### config.mk
export PLATFORM = sky130hd
export DESIGN_NAME = ring_rr_arbiter
export DESIGN_NICKNAME = d
export VERILOG_FILES = /design/src/rtl/ring_rr_arbiter.sv
export SDC_FILE = /design/constraint.sdc
export NUM_CORES = 1
export LEC_CHECK = 0
export ABC_AREA = 1
export CORE_UTILIZATION = 53
export DETAILED_ROUTE_END_ITERATION = 16
export PLACE_DENSITY = 0.87
export SLEW_MARGIN = 20
export SYNTH_ARGS = -nofsm -noshare
export SYNTH_HDL_FRONTEND = slang
export SYNTH_SLANG_ARGS = --single-unit
### constraint.sdc
create_clock -name clk -period 2.7 [get_ports clk]
set_input_delay 0.27 -clock clk [delete_from_list [all_inputs] [get_ports clk]]
set_output_delay 0.27 -clock clk [all_outputs]
set_load 0.02 [all_outputs]
### src/rtl/ring_rr_arbiter.sv
// Round-robin arbiter: one-hot rotating priority ring, registered exclusive grant held until the owner drops req.
// Optional forced release after MAX_HOLD cycles is compiled in with `define RING_ARB_TIMEOUT_EN.
module ring_rr_arbiter #(
    parameter int N        = 8,
    parameter int ID_W     = 3,
    parameter int MAX_HOLD = 16,
    parameter int HOLD_W   = 5,
    parameter int CNT_W    = 16
) (
    input  logic             clk,
    input  logic             rst,
    input  logic [N-1:0]     req,
    output logic [N-1:0]     gnt,
    output logic [ID_W-1:0]  gnt_id,
    output logic             busy,
    output logic [N-1:0]     ring_ptr,
    output logic             timeout,
    output logic [CNT_W-1:0] grant_cnt
);

    typedef enum logic {IDLE = 1'b0, GRANT = 1'b1} state_t;

    state_t           state_reg, state_next;
    logic [N-1:0]     gnt_reg, gnt_next;
    logic [ID_W-1:0]  gnt_id_reg, gnt_id_next;
    logic [N-1:0]     ring_ptr_reg, ring_ptr_next;
    logic [CNT_W-1:0] grant_cnt_reg, grant_cnt_next;

    logic [ID_W-1:0]  ptr_term [N];
    logic [ID_W-1:0]  ptr_idx;
    logic [N-1:0]     rot_gnt;
    logic [ID_W-1:0]  scan_idx;
    logic [ID_W-1:0]  win_idx;
    logic             win_found;
    logic             own_req;
    logic             hold_expired;

    generate
        if (N < 2 || ID_W != $clog2(N) || MAX_HOLD < 1 || HOLD_W < 1 ||
            (2 ** HOLD_W) < MAX_HOLD || CNT_W < 1) begin : g_bad_cfg
            $error("ring_rr_arbiter: inconsistent parameters");
        end
    endgenerate

    // Pointer encode and next-pointer rotation, one slice per requester.
    genvar gi;
    generate
        for (gi = 0; gi < N; gi++) begin : g_slice
            assign ptr_term[gi] = ring_ptr_reg[gi] ? ID_W'(gi) : '0;
            assign rot_gnt[gi]  = gnt_reg[(gi + N - 1) % N];
        end
    endgenerate

    always_comb begin
        ptr_idx = '0;
        for (int i = 0; i < N; i++) begin
            ptr_idx = ptr_idx | ptr_term[i];
        end
    end

    // First requester at or above the pointer, wrapping N-1 -> 0.
    always_comb begin
        win_found = 1'b0;
        win_idx   = '0;
        scan_idx  = '0;
        for (int k = 0; k < N; k++) begin
            scan_idx = ID_W'((int'(ptr_idx) + k) % N);
            if (!win_found && req[scan_idx]) begin
                win_found = 1'b1;
                win_idx   = scan_idx;
            end
        end
    end

    assign own_req = req[gnt_id_reg];

`ifdef RING_ARB_TIMEOUT_EN
    logic [HOLD_W-1:0] hold_reg, hold_next;
    logic              timeout_reg, timeout_next;
    assign hold_expired = (hold_reg == HOLD_W'(MAX_HOLD - 1));
`else
    assign hold_expired = 1'b0;
`endif

    always_ff @(posedge clk) begin
        if (rst) begin
            state_reg     <= IDLE;
            gnt_reg       <= '0;
            gnt_id_reg    <= '0;
            ring_ptr_reg  <= N'(1);
            grant_cnt_reg <= '0;
`ifdef RING_ARB_TIMEOUT_EN
            hold_reg      <= '0;
            timeout_reg   <= 1'b0;
`endif
        end else begin
            state_reg     <= state_next;
            gnt_reg       <= gnt_next;
            gnt_id_reg    <= gnt_id_next;
            ring_ptr_reg  <= ring_ptr_next;
            grant_cnt_reg <= grant_cnt_next;
`ifdef RING_ARB_TIMEOUT_EN
            hold_reg      <= hold_next;
            timeout_reg   <= timeout_next;
`endif
        end
    end

    always_comb begin
        state_next     = state_reg;
        gnt_next       = gnt_reg;
        gnt_id_next    = gnt_id_reg;
        ring_ptr_next  = ring_ptr_reg;
        grant_cnt_next = grant_cnt_reg;
`ifdef RING_ARB_TIMEOUT_EN
        hold_next      = hold_reg;
        timeout_next   = 1'b0;
`endif
        case (state_reg)
            IDLE: begin
                if (win_found) begin
                    state_next     = GRANT;
                    gnt_next       = N'(1) << win_idx;
                    gnt_id_next    = win_idx;
                    grant_cnt_next = grant_cnt_reg + CNT_W'(1);
`ifdef RING_ARB_TIMEOUT_EN
                    hold_next      = '0;
`endif
                end
            end
            GRANT: begin
                // A forced release looks exactly like a voluntary one, plus the pulse.
                if (!own_req || hold_expired) begin
                    state_next    = IDLE;
                    gnt_next      = '0;
                    gnt_id_next   = '0;
                    ring_ptr_next = rot_gnt;
`ifdef RING_ARB_TIMEOUT_EN
                    timeout_next  = own_req;
`endif
                end else begin
`ifdef RING_ARB_TIMEOUT_EN
                    hold_next = hold_reg + HOLD_W'(1);
`endif
                end
            end
            default: state_next = IDLE;
        endcase
    end

    always_comb begin
        gnt       = gnt_reg;
        gnt_id    = gnt_id_reg;
        busy      = (state_reg == GRANT);
        ring_ptr  = ring_ptr_reg;
        grant_cnt = grant_cnt_reg;
`ifdef RING_ARB_TIMEOUT_EN
        timeout   = timeout_reg;
`else
        timeout   = 1'b0;
`endif
    end

endmodule

# --- After elaboration in Yosys (flattened, before gate mapping) ---
# Cells that the tools add are included.
classes:
  muxes: 50
  n_addsub: 8
  bitwise_logic: 8
  n_eq_ne: 2
  shifts: 1
  n_reduce_logical: 17
  order_cmp: 9
op_table:
  columns: ["cell", "n"]
  rows:
  - ["3-bit two-way mux", 14]
  - ["3-bit by 4-bit < comparator with 1-bit output (second input constant)", 9]
  - ["1-bit binary-select mux with 3-bit select", 9]
  - ["1-bit two-way mux", 20]
  - ["16-bit by 1-bit adder with 16-bit output (second input constant)", 1]
  - ["8-bit two-way mux", 2]
  - ["8-bit case mux with 2 select lines", 1]
  - ["3-bit adder (second input constant)", 4]
  - ["3-bit OR", 3]
  - ["1-bit by 3-bit left shift with 8-bit output (first input constant)", 1]
  - ["1-bit logical AND", 7]
  - ["1-bit zero test", 7]
  - ["3-bit by 2-bit adder with 3-bit output (second input constant)", 2]
  - ["3-bit case mux with 2 select lines", 1]
  - ["2-bit AND reduction", 3]
  - ["2-bit two-way mux", 2]
  - ["2-bit inequality test (second input constant)", 2]
  - ["3-bit by 1-bit adder with 3-bit output (second input constant)", 1]
  - ["2-bit by 3-bit OR with 3-bit output", 1]
  - ["1-bit inverter", 2]
  - ["1-bit by 2-bit OR with 2-bit output", 1]
  - ["2-bit OR", 1]
  - ["1-bit case mux with 2 select lines", 1]
totals:
  reg_bits: 36
  out_inout_bits: 37
  wordCells: 100
  inputBits: 10

# --- Depth between registers and ports, before layout ---
# Gate-level depths: netlist of run 1.
depth:
  word_depth: 34
  depth_mapped: 22
  depth_no_buf: 20

# --- Worst setup path before layout of run 1 ---
# No wires, ideal clock.
synth_timing:
  path_kind: "reg2reg"
  from: "reg ring_ptr_reg[5], in the netlist ring_ptr[5]"
  to: "reg grant_cnt_reg[7], in the netlist grant_cnt[7]"
  path_stages_with_launch: 20
  required_ns: 2.585
  n_path_buf: 0
  setup_time_ns: 0.115
  period_less_slack_ns: 2.580
  slack_ns: 0.120
  arrival_time_ns: 2.466
  path_cell_list: "dfxtp_1 nor2_2 nand2_2 clkinv_1 ha_1 inv_1 nand3_1 nand3_1 nand2_1 nand3_2 nor2_4 nand3_2 nor2_2 nand2_2 nand2_4 inv_2 nand3b_1 nor2_1 nor2_1 nor2_1"
synth_between:
  elab_chain_cells: 29
  elab_cells_between_ends: 50
  classes_between: "add/sub: 7; mux: 25; bitwise: 3; reduce/logical: 15"
synth_lines:
  columns: ["item", "line_no", "rtl"]
  rows:
  - ["start, declared", "26", "logic [N-1:0] ring_ptr_reg, ring_ptr_next;"]
  - ["start signal, assigned", "100", "ring_ptr_reg <= ring_ptr_next;"]
  - ["3-bit two-way mux *", "49", "assign ptr_term[gi] = ring_ptr_reg[gi] ? ID_W'(gi) : '0;"]
  - ["3-bit OR * (3 in series)", "57", "ptr_idx = ptr_idx | ptr_term[i];"]
  - ["parallel branches: the longest is 23 deep, another holds 3-bit by 1-bit adder with 3-bit output", null, null]
  - ["1-bit two-way mux *", "68", "if (!win_found && req[scan_idx]) begin"]
  - ["2-bit AND reduction (no source line) *", null, null]
  - ["end signal, assigned", "101", "grant_cnt_reg <= grant_cnt_next;"]
  - ["end, declared", "27", "logic [CNT_W-1:0] grant_cnt_reg, grant_cnt_next;"]
# Mark *: on every way between the ends. The select of a mux whose other input is x is not followed.
# A chain may end at the register's enable or synchronous reset.

# --- Worst setup path after layout of run 1 ---
layout_timing:
  from: "reg ring_ptr_reg[3], in the netlist ring_ptr[3]"
  to: "reg gnt_reg[2], in the netlist gnt[2]"
layout_between:
  elab_chain_cells: 33
  elab_cells_between_ends: 64
  classes_between: "add/sub: 7; eq/ne: 1; shift: 1; mux: 35; bitwise: 5; reduce/logical: 15"
layout_lines:
  columns: ["item", "line_no", "rtl"]
  rows:
  - ["2-bit two-way mux *", "49", null]
  - ["2-bit OR *", "57", null]
  - ["2-bit by 3-bit OR with 3-bit output *", "57", null]
  - ["3-bit OR * (3 in series)", "57", null]
  - ["parallel branches: the longest is 27 deep, another holds 3-bit by 1-bit adder with 3-bit output", null, null]
  - ["end signal, assigned", "98", "gnt_reg <= gnt_next;"]
  - ["end, declared", "24", "logic [N-1:0] gnt_reg, gnt_next;"]
# Marked as above.

==> impl_metrics.toml, run 1 <==
[finish]
design_area_sq_mm = 0.003386
largest_reg_flops = 16
mostFrequentLayoutCells = "nand2_1, nand3_1, nor2_1"
n_fill_cell = 420
synthToLayoutAreaGrowth_pct = 28.61
final_common_cell = "nand2_1"
antenna_cells = 0
nets = 519
drive_above_1_share_pct = 13.21

[timing]
timing.final.ws_setup_ns = 0.1363
max_freq_mhz = 390.1
setup_viol = 0
finalHoldViolations = 0
min_period_over_period_pct = 94.95
rsz0062_at_grt = "yes"
tightest_slew_ns = 0.4940
drv_slew = 0
slew_headroom_pct = 66.76
skew_ns = 0.008442
fin_crit_ns = 2.564

[power]
swShare_pct = 53.68
power.leakage_uw = 0.001440
power_uw = 3988
intPower_uw = 1847
p_comb_share_pct = 72.7
pwr-share-seq_pct = 17.4
clockPowerShare_pct = 9.8
ir_worst_vdd_mv = 0.8120
p_switching_uw = 2141
power_density_mw_per_mm2 = 1178

[clock_tree]
clock_latency_ns = 0.29
cts_made_buffers = 5
holdBufCountCts = 0
ctsRootBufferMaster = "clkbuf_8"
numClockSinks = 36
clock_path_buffers = 2
cts.htree.levels = 2
clk_pin_slew_ns = 0.07
cts_tree = "yes"

[floorplanning]
io_pins = 47
core_region_area_sq_mm = 0.004755
initial_core_util_pct = 55.37
die_h_um = 72.48
die_w_um = 72.48
dieArea_sq_mm = 0.005253
rows = 25

[global_routing]
grt_pass1_vias = 2940
grt_max_degree = 25
gr-usage-all-layers_pct = 32.85
grt.busiest_layer = "met2"
gr-usage-met3_pct = 4.167
grt_overflow = 0
grt_util_met1_pct = 42.86
use_met2_pct = 55.14
grt_pass1_wl_um = 13540
antenna_found_initial = 0

[logic_synthesis]
yosys_register_bits = 36
synth.lib_cells_used.distinct = 35
synthesis.area_sq_mm = 0.002633
synth_cells = 445
synth_nets = 458
synth-seq-area-share_pct = 27.38
syn_avg_cell_area_sq_um = 5.916
yosysWarnings = 0

[placement]
place_ws_ns = 0.09228
gp_congestion = 0.9644
place_area_sq_mm = 0.003218
io_buffers = 45
dp.final_hpwl_um = 6121

[setup_path]
crit_type = "flop to flop"
worstSetupStartpointType = "flop"
critPathCaptureType = "flop"
crit_required_ns = 2.86
cp_cell_sequence = "nor2_4 > nand2_2 > inv_2 > ha_4 > inv_1 > nand3_1 > nand3_1 > nand2_2 > nand3_2 > nor2_4 > nand3_2 > nor2_2 > nand2_2 > nand2_4 > inv_4 > nand3_1 > nor2_1 > nor2_1 > nor2_1"
critical-path-slowest-cell = "dfxtp_2"
crit_fanout = 8
worstPathArrival_ns = 2.73
slowest_delay_ns = 0.40

[drt]
first_pass_iters = 5
drt-initial-drc-count = 295
ant_nets = 0
vias = 3197
finalWirelength_um = 8140
drc = 0
wl_per_cell_um = 14.18
via_per_inst = 5.570

[hold_path]
hold_path_class = "flop to flop"

[run_status]
status = "complete, no violations"

[flow_run]
maxCapViolCount = 0
## power groups by stage
stage	clock [uW]	combinational (uW)	sequential, uW
floorplan	0	1830	759
global placement	0	2680	694
detailed placement	0	2700	694
CTS	398	2730	686
global route	420	3240	703
finish	392	2900	696
## area by class of cell
class | instances | area, sq um | share of cell area [%]
repair buffers | 66 | 608.1 | 17.96
well taps | 67 | 83.83 | 2.476
multi-input cells | 345 | 1679 | 49.59
inverters | 52 | 198.9 | 5.876
clock buffers | 8 | 90.09 | 2.661
flip-flops and latches | 36 | 725.7 | 21.43
## layer usage
metal / vias up / routed length, um / part of all wire (%)
met3: 22 / 520 / 6.4
li1: 1544 / - / -
met4: 0 / 219 / 2.7
met1: 1485 / 3480 / 43
met5: - / 0 / 0
met2: 146 / 3919 / 48
## through the flow
step	utilization, %	hold WS (ns)	TNS (ns)	cells
after floorplan	-	0.3391	0	445
after global placement	67.68	0.4631	0	563
after detailed placement	67.68	0.4706	0	563
after CTS	69.61	0.4856	0	571
after global routing	71.21	0.5154	-0.02304	574
final	71.21	0.4822	0	574
## worst max-delay path: cells and delay by family (launching register included)
family                     cells  cell delay (ns)
and+or+nand+nor               15             1.52
buffers and inverters          3             0.21
adders and majority gates      1             0.28
DFF                            1             0.40
## cells in the mapped netlist, drive strengths merged
library cell,number,share of area [%]
a211oi,1,0.48
a21oi,28,5.5
and3,1,0.24
buf,8,2.6
clkbuf,4,0.57
clkinv,5,0.76
conb,1,0.14
dfxtp,36,27
ha,3,1.4
inv,47,6.7
mux2i,1,0.38
nand2,147,22
nand3,64,13
nand3b,1,0.29
nand4,6,1.4
nor2,59,9.1
nor3,1,0.19
nor3b,1,0.29
nor4,5,1.2
o211ai,2,0.57
o21ai,17,3.4
xnor2,3,1.0
xor2,4,1.3
## final timing paths
kind	cells after the start	slack, ns	from	endpoint
max reg2reg	19	0.14	ring_ptr[3]	gnt[2]
min	2	0.48	gnt[1]	ring_ptr[2]
max	19	0.14	ring_ptr[3]	gnt[2]
min reg2reg	2	0.48	gnt[1]	ring_ptr[2]
## logic make-up after synthesis
logic type,count (synthesis),synth area share (%)
xor+xnor,7,2.329
mux,1,0.3802
compound gates,48,9.886
flops,36,27.38
simple gates,285,47.81
fa+ha+maj,3,1.426
other cells,1,0.1424
buf+inv,64,10.65
## timing repair
item,4_1_cts,5_1_grt
gates resized for setup,1,18
setup buffers,0,3
pin swaps,0,4
endpoints found under the setup margin,1,25
Power figures use the tool's default switching activity.
==> run 2: changes to the inputs <==
- CORE_UTILIZATION: 53 -> 48
- PLACE_DENSITY: 0.87 -> 0.84
- clock period: 2.7 -> 2.2 ns (I/O delays scaled with it)
==> run 2 against run 1 <==
  * The run now ends with negative setup slack left
  * Critical path depth stayed put
  * Count of clock-buffer cells in the layout is 1 lower
  * Register-to-register slack worse by 0.45 ns
  * Wire length is 15% higher
  * Power is 66% higher
  * Die area is 10% higher
  * Combinational power is 82% higher
  * Cell area is 20% higher
  * Hold slack worse by 0.0021 ns
  * Via count is 7.7% higher
  * Critical endpoint unchanged
  * Highest routed layer unchanged
==> impl_metrics.toml, run 2 (same netlist as run 1, synthesis figures left out) <==
[flow_run]
maxCapViolCount = 0

[placement]
gp_congestion = 0.9703
io_buffers = 45
dp.final_hpwl_um = 6457
place_area_sq_mm = 0.003617

[run_status]
violations = "negative setup slack"
status = "finished with violations"

[finish]
synthToLayoutAreaGrowth_pct = 54.04
antenna_cells = 0
utilization_pct = 77.91
largest_reg_flops = 16
final_common_cell = "nand2_1"
drive_above_1_share_pct = 30.38
nets = 565
mostFrequentLayoutCells = "nand2_1, buf_4, nand3_1"
design_area_sq_mm = 0.004055

[timing]
finalHoldViolations = 0
min_period_over_period_pct = 114.4
drv_slew = 0
timing.final.ws_setup_ns = -0.3163
max_freq_mhz = 397.4
fin_crit_ns = 2.516
skew_ns = 0.008642
setup_viol = 27
rsz0062_at_grt = "yes"
hold_ws_ns = 0.4801

[drt]
drt-initial-drc-count = 308
vias = 3444
wl_per_cell_um = 14.99
ant_nets = 0
finalWirelength_um = 9336
drc = 0
first_pass_iters = 5
via_per_inst = 5.528

[setup_path]
worstSetupStartpointType = "flop"
crit_fanout = 5
critPathCaptureType = "flop"
r2r_cells = 19
r2r_setup_slack_ns = -0.32
crit_required_ns = 2.38
crit_type = "flop to flop"
r2r-end = "gnt[2]"
worstPathArrival_ns = 2.70
r2r-start = "ring_ptr[7]"

[clock_tree]
clk_pin_slew_ns = 0.08
ctsRootBufferMaster = "clkbuf_8"
clock_path_buffers = 2
cts_tree = "yes"
holdBufCountCts = 0
clock_latency_ns = 0.30
cts_made_buffers = 5
cts.htree.levels = 2
numClockSinks = 36

[floorplanning]
die_h_um = 76.06
dieArea_sq_mm = 0.005784
core_region_area_sq_mm = 0.005205
initial_core_util_pct = 50.58
die_w_um = 76.06
rows = 26
io_pins = 47

[power]
power.leakage_uw = 0.001729
ir_worst_vdd_mv = 1.045
power_density_mw_per_mm2 = 1636

[global_routing]
grt_overflow = 0
antenna_found_initial = 0
grt_max_degree = 24
gr-usage-all-layers_pct = 30.60
grt_pass1_vias = 3242
grt_pass1_wl_um = 14460

[hold_path]
holdPathEnd = "ring_ptr[5]"
hold_path_class = "flop to flop"
worstHoldStart = "gnt[4]"
whs_path_depth = 2
-- run 2: worst max-delay path by stage --
stage / from / endpoint / cells after the start
6_report: ring_ptr[7] / gnt[2] / 19
5_1_grt: ring_ptr[7] / grant_cnt[7] / 19
4_1_cts: ring_ptr[3] / gnt[7] / 19
3_5_place_dp: ring_ptr[3] / grant_cnt[14] / 18
3_3_place_gp: ring_ptr[3] / grant_cnt[14] / 18
2_1_floorplan: ring_ptr[7] / grant_cnt[7] / 21
-- run 2: layout make-up --
class / count / area [sq um]
clock buffer: 7 / 86.33
tap: 70 / 87.58
multi-input combinational: 345 / 1914
inverter: 52 / 209.0
timing repair buffer: 112 / 1015
fill: 360 / 1150
sequential: 36 / 735.7
clock inverter: 1 / 7.507
-- run 2: worst max-delay path: stages (launching register included) --
cell and delay, ns:
dfxtp_4 0.37, nor2_4 0.18, nand2_4 0.09, clkinv_2 0.07, ha_4 0.22, inv_4 0.08
nand3_2 0.10, nand3_2 0.09, nand2_2 0.07, buf_4 0.15, nand3_2 0.08, nor2_1 0.04
nor2_1 0.11, nand3_1 0.11, nor2_2 0.17, nand3_4 0.16, nand2_2 0.12, nor2_1 0.05
nor2_1 0.09, nor2_1 0.04
-- run 2: per-stage QoR --
step / cells / power (uW) / setup WS [ns] / TNS [ns]
after global routing: 623 / 7065 / -0.4547 / -9.591
after global placement: 608 / 4943 / -0.2739 / -5.700
final: 623 / 6636 / -0.3163 / -6.511
after floorplan: 445 / 3272 / -0.2028 / -4.117
after CTS: 621 / 6117 / -0.2023 / -4.040
after detailed placement: 608 / 5016 / -0.3761 / -8.486
-- run 2: power breakdown --
part,switching [uW],internal (uW)
Clock,246,255
Sequential,103,751
Combinational,3020,2260
Total,3370,3270
-- run 2: routing by layer --
layer / GRT usage, % / up-vias / part of all wire (%)
li1: - / 1644 / -
met1: 36.22 / 1586 / 39
met2: 55.00 / 180 / 52
met3: 3.593 / 34 / 6.3
met4: 14.23 / 0 / 3.1
met5: 0 / - / 0
-- run 2: what timing repair did --
action,in CTS,in global routing
gates resized for setup,44,40
setup buffers,5,2
endpoints found under the setup margin,28,28
pin swaps,24,18
==> RTL edit (config.mk and constraints of run 2) <==
Make the reset (`rst`) asynchronous in one clocked block.
--- a/src/rtl/ring_rr_arbiter.sv
+++ b/src/rtl/ring_rr_arbiter.sv
@@ -82,7 +82,7 @@
     assign hold_expired = 1'b0;
 `endif
 
-    always_ff @(posedge clk) begin
+    always_ff @(posedge clk or posedge rst) begin
         if (rst) begin
             state_reg     <= IDLE;
             gnt_reg       <= '0;
Behaviour: differs if rst is asserted again (counterexample within 4 cycles, from zero or initial values and one cycle with rst high); with rst held inactive, the same outputs for 4 cycles.
==> RTL edit against run 2 <==
- the flow still finishes with violations (setup timing)
- synthesized area up 2.5%
- worst setup slack worse by 0.067 ns
- sequential cell count unchanged
- cell count down 9.0%
- wire length down 9.1%
- critical endpoint is now gnt[1]
- first-iteration DRC count up 43%
- final area down 1.7%
- critical path depth down 1
Power is not shown: default switching activity piles up to over one toggle a cycle in this logic, so the estimate is an artifact.
==> RTL edit: results (changes against run 2) <==
io_buffers: 45  # unchanged
antenna_found_initial: 0  # unchanged
grt_max_degree: 37  # +54%
rr_endpoint: "gnt[1]"
cts_resized: 18  # -59%
setup_viol: 28  # +3.7%
syn_nets: 406  # -11%
cpPeakStageDelay_ns: 0.45  # +0.08 ns
routed_wirelength_mm: 8.490  # -9.1%
synth-seq-area-share_pct: 33.44  # +6.1 points
gr-total-overflow: 0  # unchanged
ctsHtreeMaxLevel: 2  # unchanged
fin_tns_setup_ns: -6.866  # -0.3551 ns
cts_buffer_depth: 2  # unchanged
r2r_start: "ring_ptr[7]"
drive_above_1_share_pct: 30.58  # +0.20 points
finalWorstSetupSlack_ns: -0.3835  # -0.06712 ns
tritoncts.num_buffers: 5  # unchanged
largest_reg_flops: 16  # unchanged
wl_met3_um: 557  # -4.9%
fill_cells: 363  # +0.83%
grt_pass1_wl_mm: 12.95  # -10%
yosysWarnings: 0  # unchanged
tightest_slew_ns: 0.5649
clkLatencyLatePin_ns: 0.29
critPathTopFamily: "simple AND/OR/NAND/NOR gates"
ys_types: 32  # -8.6%
violations: "setup timing"
routed.top_layer: "met4"
synthTopCellsByArea: "dfrtp_1, nand2_1, nand3_1, nor2_1, inv_1"
clk_pin_slew_ns: 0.07
cp-startpoint: "ring_ptr[7]"
critical_path.slowest_cell: "dfrtp_2"
nets: 509  # -9.9%
antenna_cells: 0  # unchanged
avgViaCountPerCell: 5.511  # -0.30%
crit_arrival_ns: 2.81  # +0.11 ns
finalClockSkew_ns: 0.007868  # -0.0007739 ns
synthFlopType: "dfrtp_1"
min_path_type: "in2async"
grt_pass1_vias: 2875  # -11%
async_flop_share_pct: 100.0  # +100 points
wl_met2_mm: 4.322  # -10%
worstPathMaxFanout: 6  # +1
crit_path_end_kind: "flop"
ys_top_cells_by_count: "nand2_1, nand3_1, dfrtp_1"
track_usage_pct: 27.29  # -3.3 points
dr.pass1.iters: 5  # unchanged
drc: 0  # unchanged
post-cts-setup-buffers: 1  # -4
wl_met1_mm: 3.353  # -8.0%
drt_iter0_markers: 439  # +43%
status: "finished, violations left"
routabilityCongestion: 1.003  # +3.3%
hpwlAfterDp_mm: 5.894  # -8.7%
clockRootBuffer: "clkbuf_8"
## RTL edit: cell count changes after synthesis, sizes merged, moves of 8 or more
cell | before | now
dfrtp | 0 | 35
xor2 | 4 | 13
dfxtp | 36 | 0
a21oi | 28 | 4
inv | 47 | 39
nor2 | 59 | 37
## RTL edit: worst reg2reg max path, delay by kind of cell (launching register included)
kind                   cells  cell delay [ns]
and+or+nand+nor           15             1.68
buffers and inverters      3             0.40
DFF                        1             0.45
## RTL edit: cells by family after synthesis
group / count (synthesis) / share of synthesized area (%)
AND/OR/NAND/NOR: 267 / 47.17
multiplexers: 1 / 0.3711
adder cells (fa/ha/maj): 3 / 1.392
XOR/XNOR: 16 / 5.195
buffers and inverters: 49 / 8.488
flip-flops: 36 / 33.44
AO/OA/AOI/OAI: 20 / 3.803
other: 1 / 0.1390
## RTL edit: per-stage QoR
stage | area [sq um] | instances | hold WS, ns | worst slack, ns
2_1_floorplan | 2784 | 393 | 0.3858 | -0.2274
3_3_place_gp | 3638 | 550 | 0.4542 | -0.2240
3_5_place_dp | 3638 | 550 | 0.4630 | -0.3034
4_1_cts | 3792 | 560 | 0.3475 | -0.2095
5_1_grt | 3988 | 567 | 0.4050 | -0.4761
6_report | 3988 | 567 | 0.3347 | -0.3835
## RTL edit: per-layer routing
metal  track usage, %  vias up
li1                 -     1467
met1            33.91     1467
met2            47.77      149
met3            4.643       42
met4            8.654        0
met5                0        -
## RTL edit: layout make-up
cell class	count	area (sq um)	share of cell area, %
clock buffers	7	76.32	1.914
clock inverters	1	8.758	0.2196
inverters	41	175.2	4.393
multi-input cells	308	1798	45.09
flip-flops and latches	36	909.6	22.81
well taps	70	87.58	2.196
repair buffers	103	924.6	23.19
repair inverters	1	7.507	0.1883
